`src/rtl/passcode_entry.sv`:
```
// passcode_entry: collects BCD digit strobes from the keypad decoder and packs
// DIGITS of them into one code, first digit in the top nibble. A finished code
// is latched on _Data_Out and announced with a LOAD_CYCLES-long load strobe.
// Partial entries are dropped on _Key_Clear or after TIMEOUT_CYCLES idle cycles.
module passcode_entry #(
  parameter int DIGITS         = 4,
  parameter int LOAD_CYCLES    = 2,
  parameter int TIMEOUT_CYCLES = 1000
) (
  input  logic                  clk,
  input  logic                  rst,
  input  logic [3:0]            _Key_In,
  input  logic                  _Key_Valid,
  input  logic                  _Key_Clear,
  output logic [4*DIGITS-1:0]   _Data_Out,
  output logic                  _Data_Out_Load,
  output logic [2:0]            _Digit_Count,
  output logic                  _Busy
);

  localparam int W  = 4 * DIGITS;
  localparam int TW = $clog2(TIMEOUT_CYCLES);
  localparam int LW = $clog2(LOAD_CYCLES + 1);

  localparam logic [2:0]    LAST_DIGIT = 3'(DIGITS - 1);
  localparam logic [TW-1:0] TMO_LAST   = TW'(TIMEOUT_CYCLES - 1);
  localparam logic [LW-1:0] LOAD_LAST  = LW'(LOAD_CYCLES - 1);

  typedef enum logic [1:0] {
    IDLE    = 2'd0,
    COLLECT = 2'd1,
    LOAD    = 2'd2
  } state_t;

  state_t        state_q;
  // Only the first DIGITS-1 digits need storing; the last one goes straight
  // into the latched code.
  logic [W-5:0]  sr_q;
  logic [W-1:0]  data_q;
  logic          load_q;
  logic          busy_q;
  logic [2:0]    cnt_q;
  logic [TW-1:0] tmo_q;
  logic [LW-1:0] lcnt_q;

  logic          key_ok;
  logic [W-1:0]  code_d;

  // A key counts only when it is a decimal digit; A-F are treated as no key.
  assign key_ok = _Key_Valid && (_Key_In <= 4'd9);
  assign code_d = {sr_q, _Key_In};

  // Entry FSM with registered outputs.
  always_ff @(posedge clk) begin
    if (rst) begin
      state_q <= IDLE;
      sr_q    <= '0;
      data_q  <= '0;
      load_q  <= 1'b0;
      busy_q  <= 1'b0;
      cnt_q   <= '0;
      tmo_q   <= '0;
      lcnt_q  <= '0;
    end else begin
      case (state_q)
        IDLE, COLLECT: begin
          if (_Key_Clear) begin
            // Clear beats a same-cycle key.
            state_q <= IDLE;
            sr_q    <= '0;
            cnt_q   <= '0;
            tmo_q   <= '0;
          end else if (key_ok) begin
            tmo_q <= '0;
            if (cnt_q == LAST_DIGIT) begin
              state_q <= LOAD;
              data_q  <= code_d;
              load_q  <= 1'b1;
              busy_q  <= 1'b1;
              sr_q    <= '0;
              cnt_q   <= '0;
              lcnt_q  <= '0;
            end else begin
              state_q <= COLLECT;
              sr_q    <= code_d[W-5:0];
              cnt_q   <= cnt_q + 3'd1;
            end
          end else if (state_q == COLLECT) begin
            // Inactivity: a key in the same cycle already took the branch above.
            if (tmo_q == TMO_LAST) begin
              state_q <= IDLE;
              sr_q    <= '0;
              cnt_q   <= '0;
              tmo_q   <= '0;
            end else begin
              tmo_q <= tmo_q + 1'b1;
            end
          end
        end
        LOAD: begin
          // Keys and clears are dropped while the strobe is up.
          if (lcnt_q == LOAD_LAST) begin
            state_q <= IDLE;
            load_q  <= 1'b0;
            busy_q  <= 1'b0;
            lcnt_q  <= '0;
          end else begin
            lcnt_q <= lcnt_q + 1'b1;
          end
        end
        default: begin
          state_q <= IDLE;
          sr_q    <= '0;
          load_q  <= 1'b0;
          busy_q  <= 1'b0;
          cnt_q   <= '0;
          tmo_q   <= '0;
          lcnt_q  <= '0;
        end
      endcase
    end
  end

  assign _Data_Out      = data_q;
  assign _Data_Out_Load = load_q;
  assign _Digit_Count   = cnt_q;
  assign _Busy          = busy_q;

endmodule

```
`config.mk`:
```
export PLATFORM = sky130hd
export DESIGN_NAME = passcode_entry
export DESIGN_NICKNAME = d
export VERILOG_FILES = /design/src/rtl/passcode_entry.sv
export SDC_FILE = /design/constraint.sdc
export NUM_CORES = 1
export LEC_CHECK = 0
export CAP_MARGIN = 10
export CELL_PAD_IN_SITES_DETAIL_PLACEMENT = 0
export CELL_PAD_IN_SITES_GLOBAL_PLACEMENT = 1
export CORE_ASPECT_RATIO = 0.5
export CORE_MARGIN = 1
export CORE_UTILIZATION = 44
export CTS_BUF_LIST = sky130_fd_sc_hd__clkbuf_16
export CTS_CLUSTER_SIZE = 20
export DETAILED_ROUTE_END_ITERATION = 7
export GPL_ROUTABILITY_DRIVEN = 0
export HOLD_SLACK_MARGIN = 0.08
export PLACE_DENSITY = 0.85
export REMOVE_ABC_BUFFERS = 1
export SLEW_MARGIN = 30
export SYNTH_ARGS = -nofsm -noshare
export SYNTH_HDL_FRONTEND = slang
export SYNTH_SLANG_ARGS = --single-unit
```
`constraint.sdc`:
```
create_clock -name clk -period 2.69 [get_ports clk]
set_input_delay 0.538 -clock clk [delete_from_list [all_inputs] [get_ports clk]]
set_output_delay 0.538 -clock clk [all_outputs]
set_load 0.005 [all_outputs]
```
# Word-level counts from Yosys, hierarchy flattened

Index checks and enable logic that the tools add are counted.
Widths: inputs -> output; s select.

Register bits: 46
Latch bits: 0
Bits in writable memories: 0
Memory bits (read-only): 0
Input bits: 8
Output and inout bits: 21
Memories: 0

$add $sub $neg: 3
Multiply operators: 0
Div/mod/pow operators: 0
Order comparisons: 1
Equal/unequal tests: 11
Shift-type cells: 0
Muxes and demuxes: 34
Bitwise gates (word level): 2
Reduce and logical (&&, ||, !) cells: 9

Operators by type and width:

| cell                  | number |
|---|---|
| $mux 12               | 5 |
| $mux 10               | 4 |
| $pmux 12 s2           | 1 |
| $mux 2                | 10 |
| $pmux 10 s2           | 1 |
| $mux 3                | 5 |
| $add 10x1->10 const B | 1 |
| $eq 10x10->1 const B  | 1 |
| $reduce_and 3->1      | 3 |
| $ne 2x2->1 const B    | 4 |
| $ne 4x4->1 const B    | 2 |
| $pmux 2 s2            | 2 |
| $reduce_and 4->1      | 2 |
| $pmux 3 s2            | 1 |
| $eq 2x1->1 const B    | 2 |
| $le 4x4->1 const B    | 1 |
| $mux 1                | 4 |
| $add 3x1->3 const B   | 1 |
| $eq 3x2->1 const B    | 1 |
| $add 2x1->2 const B   | 1 |
| $eq 2x2->1 const B    | 1 |
| $logic_not 2->1       | 1 |
| $not 1->1             | 2 |
| $pmux 1 s2            | 1 |
| 3 further kinds       | 3 |

# Longest topological paths before layout

Depth in word-level cells: 6
Depth in mapped cells: 7

# Least setup slack after synthesis

No wires, ideal clock.

Path type: input -> register
Start point: input port _Key_In[1]
End point: register tmo_q[7]
Data arrival time: 1.640 ns
Data required time: 2.610 ns
Path slack: 0.971 ns
Cell stages on the path: 4
Path buffers: 0
Cell sequence: o21ai_4 > a311oi_4 > or4_1 > a211oi_2

Longest elaborated chain between the ends: 5

RTL lines:

| what                   | line | text |
|---|---|---|
| start: declaration     | 12   | `input logic [3:0] _Key_In,` |
| $le 4x4->1 *           | 50   | `assign key_ok = _Key_Valid && (_Key_In <= 4'd9);` |
| $logic_and 1x1->1 *    | 50   |  |
| $mux 10                | 73   | `end else if (key_ok) begin` |
| $mux 10                | 67   | `if (_Key_Clear) begin` |
| $pmux 10 s2            | 65   | `case (state_q)` |
| end signal: assignment | 96   | `tmo_q <= tmo_q + 1'b1;` |
| end: declaration       | 43   | `logic [TW-1:0] tmo_q;` |

Mark *: on every way between the ends. The rest lies on a longest branch, timed or not.
A chain may end at the register's enable or synchronous reset.

# Worst setup path after layout

Start point: input port _Key_In[1]
End point: register tmo_q[5]

The elaborated chain is that of the path after synthesis.

==> summary.md <==
| Metric | Value |
|---|---|
| Status | completed |
| Peak supply drop | 334 uV |
| Seq/Total Area, Yosys | 47.1% |
| CP required | 2880 ps |
| CTS Sinks | 46 |
| FF+latch count, synth | 46 |
| Unrepaired setup endpoints after global routing | false |
| Fin crit period | 2340 ps |
| Die extent in y | 49.1 um |
| Worst-skew pair later-pin latency | 280 ps |
| Slew @ Worst Pin | 839 ps |
| Fin. Hold Viols | 0 |
| Synth-to-layout area growth | 24.8% |
| Internal reg-to-reg setup slack | 590 ps |
| Final WS setup | 347 ps |
| CTS tree | done |
| Reg clk slew, reported paths | 60 ps |
| Crit end category | flip-flop |
| Vias in the first global route | 1434 |
| Yosys warns | 0 |
| Post-synth top area share | 47.1% |
| Place WS | 36.1 ps |
| Final-report max-slew violation count | 0 |
| CTS resizes | 0 |
| Worst Reg-to-Reg Cells | 5 |
| Row cnt | 16 |
| First-pass GRT wire length | 6220 um |
| Achievable frequency | 0.427 GHz |
| DRT iter0 DRCs | 22 |
| Top post-synthesis cells by area | dfxtp_1, mux2i_1, o2bb2ai_1 |
| Clk buf depth | 2 |
| Power per cell area | 604 mW/mm^2 |
| Via Count | 1478 |
| Vias/cell | 5.36 |
| Cell accounting for the most synthesized area | dfxtp_1 |
| Share of layout cells above drive strength 1 | 9.46% |
| Worst Path Max Fanout | 25 |
| Max-cap violations | 0 |
| Ports | 29 |
| Total Wirelength | 3600 um |
| CP Cell Sequence | clkdlybuf4s50_1, o21ai_4, a311oi_4, a21oi_4, a211oi_1 |
| Setup Buffers After CTS | 0 |
| LEAKAGE | 0.914 nW |
| Die width | 96.3 um |
| GRT overflow | 0 |
| Crit path DAT | 2540 ps |
| Clock root cell | clkbuf_16 |
| Final period util | 87.1% |
| Final nets | 231 |
| Pre-Repair DR Iteration Count | 3 |
| Post-route ant nets | 0 |
| Slowest-stage cell, CP | a311oi_4 |
| Critical path class | input port to flip-flop |
| Setup Total Neg Slack | 0 ps |
| Total Die Area | 0.00473 mm^2 |
| R2R Path End | _Digit_Count[2] |
| Type of the most critical hold path | flip-flop to flip-flop |
| Syn Std Cell Area | 0.00195 mm^2 |
| Core area | 0.00408 mm^2 |
| CTS Buf Count | 5 |
| Worst setup path start | _Key_In[1] |
| Initial Util | 47.9% |
| Cells after Synth | 194 |
| Most frequent cells in the layout | dfxtp_1, clkdlybuf4s50_1, nor2_1, nand2b_1, mux2i_1 |
| Min-delay src | lcnt_q[1] |
| H-tree Lvls | 2 |
| Commonest non-fill, non-tap cell in the layout | dfxtp_1 |
| Antenna diode count | 0 |
| Slew HR | 44.1% |
| Worst r2r src | tmo_q[0] |
| Library cells used by synthesis | 33 |
| Endpoints failing setup | 0 |
| Hold depth | 1 |
| Port buffer count | 28 |
| Syn Area/Cell | 10.1 um^2 |
| DRC Markers | 0 |
| Startpoint types | input port |
| Crit path largest cell delay | 780 ps |
| Gr usage total | 17.2% |
| Avg WL per Cell | 13.1 um |
| Worst Clk Skew | 2.90 ps |
| Initial antenna violation count | 0 |
| Detailed placer's ending HPWL | 2400 um |
| Hold Crit Endpoint | lcnt_q[1] |
| Largest net degree at the start of global routing | 47 |
| Hold Buf Count CTS | 0 |
-- synthesized netlist by cell type --
| cell | n |
|---|---|
| a211oi_1 | 7 |
| a211oi_2 | 1 |
| a21boi_0 | 2 |
| a21oi_1 | 5 |
| a21oi_4 | 1 |
| a311oi_4 | 1 |
| a41oi_1 | 1 |
| buf_2 | 3 |
| buf_4 | 1 |
| buf_6 | 3 |
| clkbuf_1 | 5 |
| dfxtp_1 | 46 |
| ha_1 | 2 |
| inv_1 | 7 |
| mux2i_1 | 17 |
| nand2_1 | 2 |
| nand2b_1 | 17 |
| nand3_1 | 5 |
| nand4_1 | 4 |
| nor2_1 | 19 |
| nor2b_1 | 5 |
| nor3_1 | 3 |
| nor3b_1 | 1 |
| o2111a_1 | 1 |
| o21ai_0 | 5 |
| o21ai_4 | 1 |
| o2bb2ai_1 | 14 |
| o31ai_1 | 4 |
| or2_1 | 1 |
| or3_2 | 4 |
| or4_1 | 4 |
| or4_4 | 1 |
| xor2_1 | 1 |
-- per-stage QoR --
| stage | std cells | hold WS (ps) | instance area, um^2 | utilization (%) | power, W |
|---|---|---|---|---|---|
| floorplan | 182 | 448 | 1880 | - | 0.000750 |
| global placement | 268 | 457 | 2270 | 55.6 | 0.000790 |
| detailed placement | 268 | 465 | 2270 | 55.6 | 0.000792 |
| CTS | 276 | 474 | 2440 | 59.7 | 0.00149 |
| global route | 276 | 501 | 2440 | 59.7 | 0.00153 |
| finish | 276 | 469 | 2440 | 59.7 | 0.00147 |
-- worst max-delay path by stage --
stage	endpoint	slack, ps	cells past startpoint
floorplan	_Data_Out[0]	690	4
global placement	tmo_q[2]	150	5
detailed placement	tmo_q[5]	40	5
CTS	tmo_q[9]	320	5
global route	tmo_q[9]	180	5
finish	tmo_q[5]	350	5
-- layer usage --
metal / global-route usage (%) / wire, um / up-vias
li1: - / - / 757
met1: 20.3 / 1760 / 701
met2: 29.4 / 1710 / 16
met3: 5.14 / 102 / 4
met4: 5.97 / 35 / 0
met5: 0 / 0 / -
-- power by group --
group	internal, W	switching (W)	leakage [nW]
Clock	0.000440	0.000258	0.0842
Combinational	0.0000332	0.0000486	0.458
Sequential	0.000688	0.00000650	0.371
-- final cells by class --
type / count / area, um^2
flip-flops and latches: 46 / 921
clock inverters: 3 / 43.8
well taps: 54 / 67.6
inverters: 7 / 26.3
fillers: 355 / 1650
repair buffers: 32 / 323
clock buffers: 5 / 125
multi-input cells: 129 / 932
-- worst max-delay path, delay by kind of cell --
kind / cells / cell delay [ps]
buffers and inverters: 1 / 560
AOI/OAI and AO/OA: 4 / 1430
-- kinds of logic after synthesis --
group,synth area share (%)
AOI/OAI and AO/OA,18.5
xor gates and xnor gates,0.448
adders and majority gates,1.28
buffers and inverters,5.19
DFF,47.1
muxes,8.71
and+or+nand+nor,18.8
-- sequential cells by signal (all words and copies together) (netlist names) --
signal	cells
lcnt_q	2
state_q	2
_Busy	1
tmo_q	10
_Data_Out	16
sr_q	12
_Digit_Count	3
(Power assumes the default switching activity.)
